## src/rtl/apb_slave_demux.sv

```systemverilog
`default_nettype none
// ============================================================================
// Module   : apb_slave_demux
// Purpose  : Routes each transfer arriving on a single upstream APB port to
//            one of NUM_APB_SLAVES downstream APB slaves. The slave is chosen
//            by decoding PADDR[SEL_MSB:SEL_LSB]. Every transfer is re-timed
//            through a registered FSM. Unmapped addresses get a local error
//            response, and a per-transfer watchdog ends hung slave accesses
//            with an error.
// Ports    : PCLK, PRESETn            - clock, asynchronous active-low reset
//            P*_s  (PSEL..PPROT in)   - upstream APB request
//            PRDATA_s/PREADY_s/PSLVERR_s (out) - upstream APB response
//            PSEL_m (out, one-hot)    - downstream slave selects
//            PENABLE_m..PPROT_m (out) - shared, registered downstream request
//            PRDATA_m/PREADY_m/PSLVERR_m (in) - per-slave responses
//            timeout_o (out)          - one-cycle pulse when watchdog fires
// Revision : 1.0 - initial release
// ============================================================================
module apb_slave_demux #(
    parameter int NUM_APB_SLAVES = 4,
    parameter int APB_ADDR_WIDTH = 32,
    parameter int APB_DATA_WIDTH = 32,
    parameter int SEL_MSB        = 31,
    parameter int SEL_LSB        = 28,
    parameter int TIMEOUT_CYCLES = 16
) (
    input  logic                                     PCLK,
    input  logic                                     PRESETn,
    // upstream side
    input  logic                                     PSEL_s,
    input  logic                                     PENABLE_s,
    input  logic [APB_ADDR_WIDTH-1:0]                PADDR_s,
    input  logic                                     PWRITE_s,
    input  logic [APB_DATA_WIDTH-1:0]                PWDATA_s,
    input  logic [APB_DATA_WIDTH/8-1:0]              PSTRB_s,
    input  logic [2:0]                               PPROT_s,
    output logic [APB_DATA_WIDTH-1:0]                PRDATA_s,
    output logic                                     PREADY_s,
    output logic                                     PSLVERR_s,
    // downstream side
    output logic [NUM_APB_SLAVES-1:0]                PSEL_m,
    output logic                                     PENABLE_m,
    output logic [APB_ADDR_WIDTH-1:0]                PADDR_m,
    output logic                                     PWRITE_m,
    output logic [APB_DATA_WIDTH-1:0]                PWDATA_m,
    output logic [APB_DATA_WIDTH/8-1:0]              PSTRB_m,
    output logic [2:0]                               PPROT_m,
    input  logic [NUM_APB_SLAVES*APB_DATA_WIDTH-1:0] PRDATA_m,
    input  logic [NUM_APB_SLAVES-1:0]                PREADY_m,
    input  logic [NUM_APB_SLAVES-1:0]                PSLVERR_m,
    output logic                                     timeout_o
);

    localparam int c_FIELD_W = SEL_MSB - SEL_LSB + 1;
    localparam int c_IDX_W   = (NUM_APB_SLAVES > 1) ? $clog2(NUM_APB_SLAVES) : 1;
    localparam int c_CNT_W   = $clog2(TIMEOUT_CYCLES + 1);

    typedef enum logic [2:0] {
        S_IDLE   = 3'd0,
        S_SETUP  = 3'd1,
        S_ACCESS = 3'd2,
        S_RESP   = 3'd3,
        S_ERR    = 3'd4
    } state_t;

    state_t               state_q;
    logic [c_IDX_W-1:0]   idx_q;
    logic [c_CNT_W-1:0]   wdog_q;
    logic                 abort_q;   // upstream dropped PSEL_s mid-transfer

    // ------------------------------------------------------------------
    // Address decode of the incoming setup phase
    // ------------------------------------------------------------------
    logic [c_FIELD_W-1:0]      w_field;
    logic                      w_mapped;
    logic [c_IDX_W-1:0]        w_idx;
    logic [NUM_APB_SLAVES-1:0] w_idx_onehot;

    assign w_field  = PADDR_s[SEL_MSB:SEL_LSB];
    assign w_mapped = (32'(w_field) < 32'(NUM_APB_SLAVES));
    assign w_idx    = c_IDX_W'(w_field);

    always_comb begin
        w_idx_onehot = '0;
        for (int i = 0; i < NUM_APB_SLAVES; i++) begin
            if (w_idx == c_IDX_W'(i)) begin
                w_idx_onehot[i] = 1'b1;
            end
        end
    end

    // ------------------------------------------------------------------
    // Response of the currently selected slave
    // ------------------------------------------------------------------
    logic                      w_slv_ready;
    logic                      w_slv_err;
    logic [APB_DATA_WIDTH-1:0] w_slv_rdata;
    logic                      w_keep;
    logic                      w_wdog_expired;

    assign w_slv_ready    = PREADY_m[idx_q];
    assign w_slv_err      = PSLVERR_m[idx_q];
    assign w_slv_rdata    = PRDATA_m[int'(idx_q) * APB_DATA_WIDTH +: APB_DATA_WIDTH];
    // The response is only forwarded if the upstream master is still
    // holding the transfer, including in the completing cycle itself.
    assign w_keep         = !abort_q && PSEL_s;
    // wdog_q counts not-ready ACCESS cycles already spent; the current
    // cycle is the last one allowed when it equals TIMEOUT_CYCLES-1.
    assign w_wdog_expired = (wdog_q == c_CNT_W'(TIMEOUT_CYCLES - 1));

    // ------------------------------------------------------------------
    // Transfer FSM; every output is a register written on the transition
    // into the state that owns it.
    // ------------------------------------------------------------------
    always_ff @(posedge PCLK or negedge PRESETn) begin
        if (!PRESETn) begin
            state_q   <= S_IDLE;
            idx_q     <= '0;
            wdog_q    <= '0;
            abort_q   <= 1'b0;
            PRDATA_s  <= '0;
            PREADY_s  <= 1'b0;
            PSLVERR_s <= 1'b0;
            PSEL_m    <= '0;
            PENABLE_m <= 1'b0;
            PADDR_m   <= '0;
            PWRITE_m  <= 1'b0;
            PWDATA_m  <= '0;
            PSTRB_m   <= '0;
            PPROT_m   <= '0;
            timeout_o <= 1'b0;
        end else begin
            // Single-cycle outputs default low; PRDATA_s/PSLVERR_s are
            // only non-zero alongside PREADY_s.
            PREADY_s  <= 1'b0;
            PSLVERR_s <= 1'b0;
            PRDATA_s  <= '0;
            timeout_o <= 1'b0;

            case (state_q)
                S_IDLE: begin
                    if (PSEL_s && !PENABLE_s) begin
                        PADDR_m  <= PADDR_s;
                        PWRITE_m <= PWRITE_s;
                        PWDATA_m <= PWDATA_s;
                        PSTRB_m  <= PSTRB_s;
                        PPROT_m  <= PPROT_s;
                        abort_q  <= 1'b0;
                        if (w_mapped) begin
                            idx_q   <= w_idx;
                            PSEL_m  <= w_idx_onehot;
                            state_q <= S_SETUP;
                        end else begin
                            PREADY_s  <= 1'b1;
                            PSLVERR_s <= 1'b1;
                            state_q   <= S_ERR;
                        end
                    end
                end

                S_SETUP: begin
                    if (!PSEL_s) begin
                        abort_q <= 1'b1;
                    end
                    PENABLE_m <= 1'b1;
                    wdog_q    <= '0;
                    state_q   <= S_ACCESS;
                end

                S_ACCESS: begin
                    if (!PSEL_s) begin
                        abort_q <= 1'b1;
                    end
                    // Slave ready wins over the watchdog in the final cycle.
                    if (w_slv_ready) begin
                        PSEL_m    <= '0;
                        PENABLE_m <= 1'b0;
                        state_q   <= S_RESP;
                        if (w_keep) begin
                            PREADY_s  <= 1'b1;
                            PSLVERR_s <= w_slv_err;
                            PRDATA_s  <= PWRITE_m ? '0 : w_slv_rdata;
                        end
                    end else if (w_wdog_expired) begin
                        PSEL_m    <= '0;
                        PENABLE_m <= 1'b0;
                        timeout_o <= 1'b1;
                        PREADY_s  <= w_keep;
                        PSLVERR_s <= w_keep;
                        state_q   <= S_RESP;
                    end else begin
                        wdog_q <= wdog_q + 1'b1;
                    end
                end

                S_RESP, S_ERR: begin
                    state_q <= S_IDLE;
                end

                default: begin
                    PSEL_m    <= '0;
                    PENABLE_m <= 1'b0;
                    state_q   <= S_IDLE;
                end
            endcase
        end
    end

endmodule
`default_nettype wire

```

## config.mk

```make
export PLATFORM = sky130hd
export DESIGN_NAME = apb_slave_demux
export DESIGN_NICKNAME = d
export VERILOG_FILES = /design/src/rtl/apb_slave_demux.sv
export SDC_FILE = /design/constraint.sdc
export NUM_CORES = 1
export LEC_CHECK = 0
export CORE_AREA = 2 2 127 129
export DETAILED_ROUTE_END_ITERATION = 10
export DIE_AREA = 0 0 129 131
export PLACE_DENSITY = 0.77
export SETUP_SLACK_MARGIN = 0.02
export SYNTH_ARGS = -nofsm -noshare
export SYNTH_HDL_FRONTEND = slang
export SYNTH_SLANG_ARGS = --single-unit
export TNS_END_PERCENT = 100
```

## constraint.sdc

```tcl
create_clock -name PCLK -period 3.67 [get_ports PCLK]
set_clock_uncertainty 0.1 [all_clocks]
set_input_delay 0.9175 -clock PCLK [delete_from_list [all_inputs] [get_ports PCLK]]
set_output_delay 0.9175 -clock PCLK [all_outputs]
set_load 0.05 [all_outputs]
```

==> summary.txt <==
Run status
  – Status: finished clean

Global routing
  – Initial antenna violation count: 1
  – First-pass GRT wire length: approximately 24000 um
  – Gr ovfl total: 0
  – Vias in the first global route: 4660
  – GRT Util Overall: approximately a fifth
  – Largest net degree at the start of global routing: between 50 and 60

STA
  – Setup TNS: 0 ns
  – Final setup viols: 0
  – Max Slew Vio Count: 0
  – Shortest period the worst path allows: ~2.8 ns
  – RSZ-0062 raised after global routing: no
  – Max Freq: 0.363 GHz
  – Hold WS: 0.400 ns
  – Worst Max-Slew Pin Slew: 0.648 ns
  – Final Worst Setup Slack: 0.917 ns
  – Final Hold Vio Count: 0
  – Final period utilization: about 75%
  – Slew HR: a little under three fifths

Floorplan
  – Chip height: 131 um
  – Initial core utilization: 35.5%
  – Std-Cell Rows: 46
  – Area of the core: 15600 um^2
  – Die Width: 129 um
  – Io pins: 324
  – DIE AREA: 16900 um^2

Pwr
  – VDD IR max: between 0.0004 and 0.0005 V
  – Leakage: 3.87 nW
  – Tot Pwr: 8.15 mW
  – Power density over cell area: 848 nW/um^2

Place
  – Gpl congestion: between 0.8 and 0.9
  – Pre-CTS WS: 0.778 ns
  – Dpl hpwl: ~13000 um
  – Port Buffers: 323
  – DP Cell Count: slightly below 900

Critical path
  – Crit path launch: wdog_q[0]$_DFFE_PN0P_
  – Crit path arrival time: 2.95 ns
  – Critical path class: reg2reg
  – R2r endpoint: wdog_q[1]$_DFFE_PN0P_
  – Worst Path Max Fanout: 11
  – Startpoint types: register
  – Worst Setup End Kind: register
  – Reg2reg start: wdog_q[0]$_DFFE_PN0P_
  – FF-to-FF setup slack: 0.92 ns
  – CP required: 3.87 ns
  – Worst R2R Path Depth: 6

Layout
  – Non-filler cells, final: 920
  – Fill cell count: 1229
  – Layout area overhead: 73.4%
  – Share of cells above drive strength 1: 23.0%
  – Final #Nets: 904

Route
  – First-pass DRT Iterations: 4
  – # DRC: 0
  – Routed wire length: ~16000 um
  – Via count: 4379
  – Drt via density: 4.76
  – Routed Antenna Nets: 0
  – Wirelength per Cell: 17.4 um
  – DR iter-0 viols: 174

Clock tree
  – CTS tree: done
  – Post-CTS Setup Repair Bufs: 0
  – Root Buffer: clkbuf_16
  – Clk_lat worst skew: 0.41 ns
  – H-tree Lvls: 4
  – Reg clk slew, reported paths: 0.06 ns
  – Post-CTS Hold Buffers: 0
  – Clk sinks: 123
  – Post-cts sizing count: 0
  – Total CTS buffers: 17
  – Worst-case clock buffer depth: 2

Synthesis
  – Ys async rst share: 100%
  – Synth Cell Area: roughly 5500 um^2
  – Seq cells post-synth: between 100 and 150
  – Dominant synthesized flop cell: dfrtp_1
  – Syn Inst Count: 365
  – Register area share after synthesis: 55.5%
  – Synthesized Nets: 579
  – Syn avg cell area: 15.2 um^2
  – Synth unique cells: 41
  – Synth Warn #: 0
  – Post-synth EDFFs: 0

Min path
  – Hold crit path type: reg2reg
  – Worst Hold End: PADDR_m[10]$_DFFE_PN0P_
  – Critical hold path startpoint: PADDR_m[10]$_DFFE_PN0P_
  – Hold Path Stages: 1

Flow run
  – Max-capacitance violation count: 0
-- power by group --
group / internal (mW) / switching [mW] / total, mW
combinational: 1.82 / 2.46 / 4.28
clock: 1.09 / 0.610 / 1.70
sequential: 1.86 / 0.310 / 2.17
total: 4.77 / 3.38 / 8.15
-- sequential cells by signal, indices dropped and copies added (netlist names) --
name,count
PRDATA_s,32
wdog_q,5
timeout_o,1
state_q,3
PENABLE_m,1
PADDR_m,32
PWRITE_m,1
idx_q,2
abort_q,1
PPROT_m,3
PSEL_m,4
PSLVERR_s,1
PSTRB_m,4
PWDATA_m,32
PREADY_s,1
-- synthesized netlist by cell type (all sizes together), types with 3 or more instances --
master  count  share of area, %
a21oi       3              0.27
buf        15               1.6
clkbuf      9              0.61
dfrtp     123                56
mux2       75                15
mux2i       3              0.54
mux4       34                14
nand2       6              0.41
nand3       3              0.27
nor2        8              0.54
nor2b      36               4.1
o211ai      4              0.54
o21ai       4              0.36
o311ai      6              0.95
or2         4              0.45
or3b        4              0.63
or4b        4              0.72
-- metrics by stage --
step	cell area [um^2]	utilization (%)
3_5_place_dp	9000	57.7
4_1_cts	9610	61.6
5_1_grt	9610	61.6
3_3_place_gp	9000	57.7
6_report	9610	61.6
2_1_floorplan	5540	-
-- critical path: stages, from the launching register on --
cell and delay (ns):
dfrtp_1 0.42, ha_1 0.24, and3_1 0.20, ha_1 0.31, or4b_2 0.71, nor2_1 0.28
mux2_2 0.37
-- logic make-up (layout without fill, tap and decap cells) --
group	count (synthesis)	in the layout	synth area share (%)
flip-flops	123	123	55.5
XOR/XNOR	1	1	0.158
AO/OA/AOI/OAI	27	27	3.70
multiplexers	112	112	29.6
buffers and inverters	26	364	2.30
other	0	1	0
AND/OR/NAND/NOR	74	74	8.26
adder cells (fa/ha/maj)	2	2	0.451
-- cell type report --
type	count	area (um^2)	area share, %
multi-input cells	216	2340	24.4
clock buffers	18	439	4.57
well taps	216	270	2.81
repair buffers	330	3300	34.3
flip-flops and latches	123	3080	32.0
diodes	1	2.50	0.0260
clock inverters	14	171	1.78
inverters	2	7.51	0.0781
-- per-layer routing --
metal	wire (um)	up-vias	global-route usage (%)
met5	0	-	0
met4	426	0	10.2
met3	1230	24	5.50
met2	8650	231	34.3
met1	5670	2111	19.5
li1	-	2013	-
-- worst max-delay path by stage --
stage	end
global route	wdog_q[1]$_DFFE_PN0P_
finish	wdog_q[1]$_DFFE_PN0P_
floorplan	wdog_q[1]$_DFFE_PN0P_
detailed placement	PWDATA_m[15]$_DFFE_PN0P_
global placement	PWDATA_m[19]$_DFFE_PN0P_
CTS	wdog_q[1]$_DFFE_PN0P_
-- cell usage in the layout (no fill, tap or decap), types with 2 or more instances in the layout --
cell type and count:
nor2b_1 36, ha_1 2, nand2b_1 2, bufinv_16 3, clkinvlp_4 3, o311ai_0 4
inv_1 2, mux2_2 75, o211ai_1 4, clkinv_2 3, mux2i_1 3, a21oi_1 3
nand2_1 5, mux4_2 34, nor2_1 8, nand3_1 3, o22ai_1 2, or4b_2 4
o311ai_1 2, nor3b_1 2, clkinv_4 4, clkbuf_16 17, clkdlybuf4s50_1 322, or3b_2 3
dfrtp_1 122, buf_4 7, or2_2 3, o21ai_0 4
Power figures use the tool's default switching activity.
